[src/rtl/i3c_pkg.sv]
`default_nettype none
// ============================================================================
// i3c_pkg : shared bus-state types and monitor FSM encodings
// Rev 1.0
// ============================================================================
package i3c_pkg;

  typedef struct packed {
    logic stable_high;
    logic stable_low;
    logic pos_edge;
    logic neg_edge;
  } line_state_t;

  typedef struct packed {
    line_state_t scl;
    line_state_t sda;
    logic        start_det;
    logic        rstart_det;
    logic        stop_det;
  } bus_state_t;

  typedef enum logic [1:0] {
    HdrIdle     = 2'd0,
    HdrArmed    = 2'd1,
    HdrWaitStop = 2'd2
  } hdr_mon_state_e;

  typedef enum logic [1:0] {
    TrstIdle   = 2'd0,
    TrstCount  = 2'd1,
    TrstWaitSr = 2'd2,
    TrstWaitP  = 2'd3
  } trst_state_e;

  function automatic int unsigned max_u(input int unsigned a, input int unsigned b);
    return (a > b) ? a : b;
  endfunction

endpackage
`default_nettype wire

[src/rtl/i3c_bus_condition_monitor_timer.sv]
`default_nettype none
// ============================================================================
// i3c_bus_timer : saturating time-since-STOP counter with three threshold flags
// Rev 1.0
// ============================================================================
module i3c_bus_timer #(
  parameter int unsigned CntWidth = 20
) (
  input  logic                clk_i,
  input  logic                rst_i,
  input  logic                enable_i,
  input  logic                start_i,
  input  logic                stop_i,
  input  logic                edge_i,
  input  logic                tick_i,
  input  logic [CntWidth-1:0] t_free_i,
  input  logic [CntWidth-1:0] t_aval_i,
  input  logic [CntWidth-1:0] t_idle_i,
  output logic                bus_free_o,
  output logic                bus_available_o,
  output logic                bus_idle_o
);

  logic [CntWidth-1:0] cnt_q, cnt_d;
  logic                armed_q, armed_d;
  logic                free_q, aval_q, idle_q;

  // START/Sr beats a coincident STOP; a STOP beats the SDA edge that forms it.
  always_comb begin
    armed_d = armed_q;
    cnt_d   = cnt_q;
    if (!enable_i || start_i) begin
      armed_d = 1'b0;
      cnt_d   = '0;
    end else if (stop_i) begin
      armed_d = 1'b1;
      cnt_d   = '0;
    end else if (edge_i) begin
      armed_d = 1'b0;
      cnt_d   = '0;
    end else if (armed_q && tick_i && (cnt_q != {CntWidth{1'b1}})) begin
      cnt_d = cnt_q + CntWidth'(1);
    end
  end

  always_ff @(posedge clk_i or posedge rst_i) begin
    if (rst_i) begin
      cnt_q   <= '0;
      armed_q <= 1'b0;
      free_q  <= 1'b0;
      aval_q  <= 1'b0;
      idle_q  <= 1'b0;
    end else begin
      cnt_q   <= cnt_d;
      armed_q <= armed_d;
      free_q  <= armed_d && (cnt_d >= t_free_i);
      aval_q  <= armed_d && (cnt_d >= t_aval_i);
      idle_q  <= armed_d && (cnt_d >= t_idle_i);
    end
  end

  assign bus_free_o      = free_q;
  assign bus_available_o = aval_q;
  assign bus_idle_o      = idle_q;

endmodule
`default_nettype wire

[src/rtl/i3c_bus_condition_monitor.sv]
`default_nettype none
// ============================================================================
// i3c_bus_condition_monitor : HDR Exit/Restart, Target Reset and bus-free timing
// Rev 1.0
// ============================================================================
module i3c_bus_condition_monitor
  import i3c_pkg::*;
#(
  parameter int unsigned CntWidth      = 20,
  parameter int unsigned HdrExitFalls  = 4,
  parameter int unsigned HdrRstrtFalls = 2,
  parameter int unsigned TrstFalls     = 7
) (
  input  logic                clk_i,
  input  logic                rst_i,
  input  logic                enable_i,
  input  bus_state_t          bus_i,
  input  logic                is_in_hdr_mode_i,
  input  logic [CntWidth-1:0] t_free_i,
  input  logic [CntWidth-1:0] t_aval_i,
  input  logic [CntWidth-1:0] t_idle_i,
  output logic                hdr_exit_detect_o,
  output logic                hdr_restart_detect_o,
  output logic                target_reset_detect_o,
  output logic                bus_free_o,
  output logic                bus_available_o,
  output logic                bus_idle_o
);

  localparam int unsigned FallW = $clog2(max_u(HdrExitFalls, TrstFalls) + 1);
  localparam logic [FallW-1:0] HdrExitCnt  = FallW'(HdrExitFalls);
  localparam logic [FallW-1:0] HdrRstrtCnt = FallW'(HdrRstrtFalls);
  localparam logic [FallW-1:0] TrstCnt     = FallW'(TrstFalls);

  hdr_mon_state_e   hdr_state_q, hdr_state_d;
  trst_state_e      trst_state_q, trst_state_d;
  logic [FallW-1:0] hdr_cnt_q, hdr_cnt_d;
  logic [FallW-1:0] trst_cnt_q, trst_cnt_d;
  logic             hdr_exit_q, hdr_exit_d;
  logic             hdr_rstrt_q, hdr_rstrt_d;
  logic             trst_q, trst_d;

  logic scl_low, sda_fall, any_start, any_edge;

  assign scl_low   = bus_i.scl.stable_low;
  assign sda_fall  = bus_i.sda.neg_edge & scl_low;
  assign any_start = bus_i.start_det | bus_i.rstart_det;
  assign any_edge  = bus_i.scl.pos_edge | bus_i.scl.neg_edge |
                     bus_i.sda.pos_edge | bus_i.sda.neg_edge;

  always_comb begin
    hdr_state_d = hdr_state_q;
    hdr_cnt_d   = hdr_cnt_q;
    hdr_exit_d  = 1'b0;
    hdr_rstrt_d = 1'b0;
    case (hdr_state_q)
      HdrIdle: begin
        if (is_in_hdr_mode_i && scl_low && bus_i.sda.stable_high) begin
          hdr_state_d = HdrArmed;
          hdr_cnt_d   = '0;
        end
      end
      HdrArmed: begin
        if (!is_in_hdr_mode_i) begin
          hdr_state_d = HdrIdle;
        end else if (bus_i.scl.pos_edge) begin
          hdr_rstrt_d = (hdr_cnt_q == HdrRstrtCnt);
          hdr_state_d = HdrIdle;
        end else if (sda_fall) begin
          hdr_cnt_d = hdr_cnt_q + FallW'(1);
          if (hdr_cnt_d == HdrExitCnt) hdr_state_d = HdrWaitStop;
        end
      end
      HdrWaitStop: begin
        if (any_start) begin
          hdr_state_d = HdrIdle;
        end else if (bus_i.stop_det) begin
          hdr_exit_d  = 1'b1;
          hdr_state_d = HdrIdle;
        end
      end
      default: hdr_state_d = HdrIdle;
    endcase
    if (!enable_i) begin
      hdr_state_d = HdrIdle;
      hdr_cnt_d   = '0;
      hdr_exit_d  = 1'b0;
      hdr_rstrt_d = 1'b0;
    end
  end

  // An extra SDA fall after the full count makes the pattern invalid.
  always_comb begin
    trst_state_d = trst_state_q;
    trst_cnt_d   = trst_cnt_q;
    trst_d       = 1'b0;
    case (trst_state_q)
      TrstIdle: begin
        if (sda_fall) begin
          trst_state_d = TrstCount;
          trst_cnt_d   = FallW'(1);
        end
      end
      TrstCount: begin
        if (bus_i.scl.pos_edge) begin
          trst_state_d = TrstIdle;
        end else if (sda_fall) begin
          trst_cnt_d = trst_cnt_q + FallW'(1);
          if (trst_cnt_d == TrstCnt) trst_state_d = TrstWaitSr;
        end
      end
      TrstWaitSr: begin
        if (sda_fall || bus_i.stop_det) begin
          trst_state_d = TrstIdle;
        end else if (bus_i.rstart_det) begin
          trst_state_d = TrstWaitP;
        end
      end
      TrstWaitP: begin
        if (any_start) begin
          trst_state_d = TrstIdle;
        end else if (bus_i.stop_det) begin
          trst_d       = 1'b1;
          trst_state_d = TrstIdle;
        end
      end
      default: trst_state_d = TrstIdle;
    endcase
    if (!enable_i) begin
      trst_state_d = TrstIdle;
      trst_cnt_d   = '0;
      trst_d       = 1'b0;
    end
  end

  always_ff @(posedge clk_i or posedge rst_i) begin
    if (rst_i) begin
      hdr_state_q  <= HdrIdle;
      trst_state_q <= TrstIdle;
      hdr_cnt_q    <= '0;
      trst_cnt_q   <= '0;
      hdr_exit_q   <= 1'b0;
      hdr_rstrt_q  <= 1'b0;
      trst_q       <= 1'b0;
    end else begin
      hdr_state_q  <= hdr_state_d;
      trst_state_q <= trst_state_d;
      hdr_cnt_q    <= hdr_cnt_d;
      trst_cnt_q   <= trst_cnt_d;
      hdr_exit_q   <= hdr_exit_d;
      hdr_rstrt_q  <= hdr_rstrt_d;
      trst_q       <= trst_d;
    end
  end

  assign hdr_exit_detect_o     = hdr_exit_q;
  assign hdr_restart_detect_o  = hdr_rstrt_q;
  assign target_reset_detect_o = trst_q;

  i3c_bus_timer #(
    .CntWidth(CntWidth)
  ) u_timer (
    .clk_i          (clk_i),
    .rst_i          (rst_i),
    .enable_i       (enable_i),
    .start_i        (any_start),
    .stop_i         (bus_i.stop_det),
    .edge_i         (any_edge),
    .tick_i         (bus_i.scl.stable_high & bus_i.sda.stable_high),
    .t_free_i       (t_free_i),
    .t_aval_i       (t_aval_i),
    .t_idle_i       (t_idle_i),
    .bus_free_o     (bus_free_o),
    .bus_available_o(bus_available_o),
    .bus_idle_o     (bus_idle_o)
  );

endmodule
`default_nettype wire

[config.mk]
export PLATFORM = sky130hd
export DESIGN_NAME = i3c_bus_condition_monitor
export DESIGN_NICKNAME = d
export VERILOG_FILES = /design/src/rtl/i3c_pkg.sv /design/src/rtl/i3c_bus_condition_monitor_timer.sv /design/src/rtl/i3c_bus_condition_monitor.sv
export SDC_FILE = /design/constraint.sdc
export NUM_CORES = 1
export LEC_CHECK = 0
export ABC_AREA = 1
export ABC_CLOCK_PERIOD_IN_PS = 2900
export BUFFER_PORTS_ARGS = -buffer_cell sky130_fd_sc_hd__buf_2
export CAP_MARGIN = 40
export CELL_PAD_IN_SITES_DETAIL_PLACEMENT = 1
export CELL_PAD_IN_SITES_GLOBAL_PLACEMENT = 1
export CORE_MARGIN = 5
export CORE_UTILIZATION = 40
export CTS_CLUSTER_SIZE = 8
export DETAILED_ROUTE_END_ITERATION = 10
export PLACE_DENSITY = 0.82
export SETUP_SLACK_MARGIN = 0.3
export SYNTH_ARGS = -nofsm -noshare
export SYNTH_HDL_FRONTEND = slang
export SYNTH_SLANG_ARGS = --single-unit
[constraint.sdc]
create_clock -name clk_i -period 2.9 [get_ports clk_i]
set_input_delay 0.435 -clock clk_i [delete_from_list [all_inputs] [get_ports clk_i]]
set_output_delay 0.435 -clock clk_i [all_outputs]
set_load 0.01 [all_outputs]
==> results of run 1 <==
registers in the layout, indices dropped and copies added, names as in the netlist:
name	cells
u_timer.cnt_q	20
u_timer.bus_available_o	1
hdr_exit_detect_o	1
hdr_state_q	2
trst_state_q	2
trst_cnt_q	3
hdr_restart_detect_o	1
hdr_cnt_q	3
u_timer.bus_free_o	1
u_timer.armed_q	1
u_timer.bus_idle_o	1
target_reset_detect_o	1
logic make-up after synthesis:
kind of cell / synth area share
fa+ha+maj: 0.211
buf+inv: 0.127
flops: 0.237
compound gates: 0.0826
simple gates: 0.335
xor+xnor: 0.00672
final timing paths:
path                                         to  cells after the start
max                          u_timer.bus_free_o                     16
min                           u_timer.cnt_q[16]                      2
max reg2reg                  u_timer.bus_free_o                     16
min reg2reg                hdr_restart_detect_o                      1
max in group asynchronous      u_timer.cnt_q[0]                      3
min in group clk_i         hdr_restart_detect_o                      3
through the flow:
step / std cells / cell area (sq um) / utilization / worst slack [ps]
after CTS: 809 / 4890 / 0.507 / 226
final: 819 / 5060 / 0.525 / 225
after detailed placement: 800 / 4550 / 0.472 / 0.908
after global routing: 819 / 5060 / 0.525 / 61.8
after floorplan: 580 / 3910 / - / 637
after global placement: 800 / 4550 / 0.472 / 138
cell usage after synthesis (all sizes together):
cell	count	area (sq um)
nand3	35	223
nor4	1	6.26
buf	2	12.5
nand4	10	62.6
o21bai	2	15.0
inv	125	469
and2	3	18.8
nand3b	3	22.5
or2	3	18.8
ha	66	826
a21o	3	22.5
nor2b	1	6.26
a21oi	30	154
xor2	3	26.3
nand2	152	581
nor3	8	50.1
o31ai	1	7.51
clkinv	4	16.3
a31o	1	8.76
dfrtp	37	926
nor2	67	322
o21ai	23	115
critical path, delay by kind of cell, from the launching register on:
kind,cells,cell delay (ps)
buffers and inverters,2,210
and+or+nand+nor,13,1670
DFF,1,410
adders and majority gates,1,310
power by group:
group          switching [mW]  internal (mW)
sequential             0.0252          0.542
clock                   0.192          0.215
combinational           0.168          0.114
routing by layer:
| metal | up-vias | track usage | wire length [um] |
|---|---|---|---|
| met1 | 1954 | 0.232 | 4910 |
| met3 | 13 | 0.0219 | 357 |
| li1 | 2027 | - | - |
| met4 | 0 | 0.0451 | 128 |
| met5 | - | 0 | 0 |
| met2 | 71 | 0.416 | 6720 |
cell type report:
cell class              count  area [sq um]  share of cell area
clock inverters             1          5.00            0.000989
clock buffers               7          96.3              0.0190
inverters                 129           485              0.0959
multi-input cells         412          2810               0.556
repair buffers            100           566               0.112
flip-flops and latches     37           930               0.184
well taps                 133           166              0.0329
repair_timing:
item / CTS / global route
endpoints found under the setup margin: 3 / 3
resized for setup: 54 / 21
pin swaps: 12 / 13
buffers inserted: 1 / 10
==> flow_summary.yaml, run 1 <==
drt:
  drt_wl_total_um: 12100
  vias: 4065
  post-route-drc-count: 0
  drtPass1Iterations: 4
  viasPerCell: 4.96
  ant_nets: 0
  post_drt_wl_per_cell_um: 14.8
  drtIter0Drc: 117
grt:
  track_usage: 0.208
  grt_pass1_vias: 4405
  grt_pass1_wl_um: 19600
  grt_max_degree: 21
  overflow: 0
  grt_antenna_before_repair: 0
pwr:
  power_density_nw_per_um2: 248
  vdd_drop_max_mv: 0.127
  p_total_mw: 1.26
  p_leak_nw: 2.84
timing:
  finalSetupTns_ps: 0
  skew_ps: 3.15
  timing.hold.ws_ps: 231
  rsz0062_at_grt: "yes"
  period_share: 0.923
  maxSlewHeadroom: 0.546
  hold_violations: 0
  finalCriticalPeriod_ps: 2680
  setup_viol: 0
  worstMarginPinSlew_ps: 680
  slew_viol_final: 0
  fmax_ghz: 0.374
logic_synthesis:
  synth.distinct_cells: 33
  syn_nets: 721
  synth_cells: 580
  syn_area_per_cell_sq_um: 6.74
  synth-seq-cells: 37
  syn_area_sq_um: 3910
  yosys_warnings: 0
  ys_seq_area_frac: 0.237
cells_and_area:
  final_common_cell: "nand2_1"
  antenna_cells: 0
  area_delta_synth_final_pct: 29.4
  drive_above_1_share: 0.290
  final_nets: 826
  final_cell_mix: "nand2_1, inv_1, buf_2"
  nFillCells: 1301
worst_setup_path:
  worst_setup_path_start_kind: "flip-flop"
  critPathMaxStageDelay_ps: 410
  rr_startpoint: "u_timer.cnt_q[9]"
  criticalPathCategory: "reg -> reg"
  crit_fanout: 5
  arrival_ps: 2910
  rrSetupSlack_ps: 220
  path_common_cell: "nand2_1"
  crit_path_cell_trace: "nand2_4 -> nor3_4 -> nand3_2 -> nor3_2 -> nor2b_1 -> nor2_1 -> buf_4 -> ha_1 -> nand2_1 -> nor2_2 -> nand2_1 -> nor2_1 -> nand2_1 -> nand4_1 -> nand2_1 -> inv_1"
  crit_path_end_kind: "flip-flop"
  cp_data_required_time_ps: 3140
  worstSetupStartpoint: "u_timer.cnt_q[9]"
  crit_slowest_cell: "dfrtp_1"
run_status:
  status: "finished, final reports clean"
cts:
  clk-insertion-delay-late_ps: 290
  cts_hold_buffers: 0
  cts_tree: "built"
  clk_pin_slew_worst_paths_ps: 70
  cts_buffer_depth: 2
  clockRootBuffer: "clkbuf_8"
  clkSinkCount: 37
  ctsHtreeMaxLevel: 2
  cts_made_buffers: 5
floorplanning:
  die_x_um: 109
  rows: 36
  start_util: 0.406
  core_sq_um: 9640
  die_area_sq_um: 11800
  die_h_um: 109
  io_pins: 81
placement:
  port_buffers: 79
  hpwlAfterDp_um: 9660
  gp_routability_congestion: 0.816
flow_run:
  drv_cap: 0
hold_path:
  hold_path.class: "in -> async"
No activity file was read; power rests on OpenSTA's default activity.
==> inputs of run 2 (changes only) <==
- CORE_ASPECT_RATIO: default -> 0.75
==> run 2 against run 1 <==
Against the previous run: clock skew grew 9.0 ps; total power grew 18%; count of clock-buffer cells in the layout shrank 2; sequential power is essentially flat; first-iteration DRC count grew 50%; critical endpoint unchanged; non-clock buffer count grew 12; register-to-register slack lost 150 ps; sequential share of layout area shrank 0.69 points; maximum frequency shrank 5.2%.
==> flow_summary.yaml, run 2 (synthesis gave the netlist of run 1 again) <==
cells_and_area:
  largest_register_ffs: 20
  final_cells: 829
  final_common_cell: "nand2_1"
  drive_above_1_share: 0.306
  area_delta_synth_final_pct: 34.5
  regMostFlops: "u_timer.cnt_q"
  fin_area_sq_um: 5260
  antenna_cells: 0
  utilization: 0.546
  nFillCells: 1290
  final_cell_mix: "nand2_1, inv_1, buf_2"
  top_regs: "u_timer.cnt_q x20, hdr_cnt_q x3, trst_cnt_q x3"
  final_nets: 838
timing:
  timing.hold.ws_ps: 209
  fmax_ghz: 0.354
  finalCriticalPeriod_ps: 2820
  slew_viol_final: 0
  setup_viol: 0
  rsz0062_at_grt: "yes"
  finalSetupTns_ps: 0
  worstMarginPinSlew_ps: 601
  period_share: 0.974
  hold_violations: 0
  maxSlewHeadroom: 0.599
  skew_ps: 12.2
floorplanning:
  die_h_um: 95.6
  rows: 31
  die_x_um: 124
  start_util: 0.406
  core_sq_um: 9620
  io_pins: 81
  die_area_sq_um: 11900
worst_setup_path:
  worst_setup_path_start_kind: "flip-flop"
  worstSetupStartpoint: "u_timer.cnt_q[7]"
  rr_startpoint: "u_timer.cnt_q[7]"
  cp.depth: 19
  crit_path_end_kind: "flip-flop"
  reg2reg_depth: 19
  crit_path_cell_trace: "inv_2 -> nor3_4 -> buf_4 -> inv_1 -> nor2_2 -> nand3_1 -> nand2_1 -> inv_2 -> nor2_1 -> buf_4 -> ha_1 -> nand2_1 -> inv_1 -> nand2_1 -> nand2_1 -> a21oi_2 -> nand4_1 -> nand2_1 -> inv_1"
  criticalPathCategory: "reg -> reg"
  arrival_ps: 3000
  critPathMaxStageDelay_ps: 440
  critPathTopFamily: "simple AND/OR/NAND/NOR gates"
  crit_slowest_cell: "dfrtp_1"
  crit_fanout: 4
  path_common_cell: "nand2_1"
  path_buf_inv: 7
  cp_data_required_time_ps: 3080
cts:
  clockRootBuffer: "clkbuf_16"
  cts_buffer_depth: 2
  cts_tree: "built"
  clk_pin_slew_worst_paths_ps: 60
  cts_hold_buffers: 0
  ctsHtreeMaxLevel: 2
  cts_made_buffers: 5
  clkSinkCount: 37
  clk-insertion-delay-late_ps: 290
drt:
  drtIter0Drc: 175
  ant_nets: 0
  viasPerCell: 5.21
  drt_wl_total_um: 14500
  vias: 4318
  drtPass1Iterations: 4
  post_drt_wl_per_cell_um: 17.5
  post-route-drc-count: 0
run_status:
  status: "finished, final reports clean"
placement:
  gp_routability_congestion: 0.862
  dpl_cell_area_sq_um: 4600
  hpwlAfterDp_um: 10000
  port_buffers: 79
  dp_cells: 806
pwr:
  p_clk_frac: 0.415
  net-switching-power_mw: 0.423
  netSwitchingFraction: 0.285
  p_leak_nw: 2.97
  power_density_nw_per_um2: 282
  pwr-share-seq: 0.384
  p_int_mw: 1.06
  vdd_drop_max_mv: 0.203
  comb_power_share: 0.202
hold_path:
  hold_path.class: "in -> async"
grt:
  grt_pass1_vias: 4554
  grt_antenna_before_repair: 0
  overflow: 0
  track_usage: 0.231
  grt_pass1_wl_um: 21600
  grt_max_degree: 25
flow_run:
  drv_cap: 0
==> run 2: cell types whose count changed in the layout (fill, tap and decap cells not counted), moves of 2 or more <==
cell / before / now
clkbuf_8: 7 / 0
nor2_1: 28 / 34
ha_4: 7 / 11
ha_1: 59 / 55
nand2_4: 4 / 6
buf_4: 20 / 32
nor2_4: 20 / 18
nand2_2: 8 / 10
nor2_2: 19 / 15
clkbuf_16: 0 / 5
nand2_1: 140 / 136
==> run 2: power groups by stage <==
stage	registers, mW	logic (mW)	clock network [mW]
2_1_floorplan	0.571	0.167	0
3_3_place_gp	0.575	0.253	0
3_5_place_dp	0.579	0.276	0
4_1_cts	0.570	0.291	0.608
5_1_grt	0.572	0.341	0.636
6_report	0.569	0.299	0.615
==> run 2: timing repair <==
action | in CTS | in global routing
pin swaps | 20 | 15
endpoints found under the hold margin | 0 | 0
endpoints found under the setup margin | 3 | 3
resized for setup | 50 | 29
setup buffers | 10 | 6
==> run 2: metrics by stage <==
stage	setup WS, ps	power (mW)
2_1_floorplan	637	0.738
3_3_place_gp	160	0.827
3_5_place_dp	-30.2	0.855
4_1_cts	251	1.47
5_1_grt	-30.0	1.55
6_report	76.5	1.48
==> run 2: per-layer routing <==
metal / wire, um / global-route usage / vias up
met4: 562 / 0.0793 / 0
met3: 632 / 0.0297 / 44
li1: - / - / 2046
met5: 0 / 0 / -
met1: 5770 / 0.274 / 2077
met2: 7540 / 0.430 / 151
==> run 2: worst paths after layout <==
kind	end	slack, ps
max	u_timer.bus_free_o	80
min	u_timer.cnt_q[15]	210
max reg2reg	u_timer.bus_free_o	80
min reg2reg	hdr_restart_detect_o	490
max in group asynchronous	u_timer.cnt_q[8]	1910
min in group clk_i	hdr_restart_detect_o	410
==> run 2: worst reg2reg max path, stage by stage, from the launching register on <==
cell	delay [ps]
dfrtp_1	440
inv_2	130
nor3_4	270
buf_4	170
inv_1	50
nor2_2	200
nand3_1	110
nand2_1	90
inv_2	30
nor2_1	130
buf_4	170
ha_1	240
nand2_1	90
inv_1	50
nand2_1	70
nand2_1	60
a21oi_2	150
nand4_1	120
nand2_1	80
inv_1	50
==> run 2: area by class of cell <==
class	instances	area, sq um	area share
timing repair buffer	112	656	0.125
tap	132	165	0.0314
multi-input combinational	412	2860	0.544
inverter	129	485	0.0924
clock inverter	2	35.0	0.00667
sequential	37	930	0.177
clock buffer	5	125	0.0238
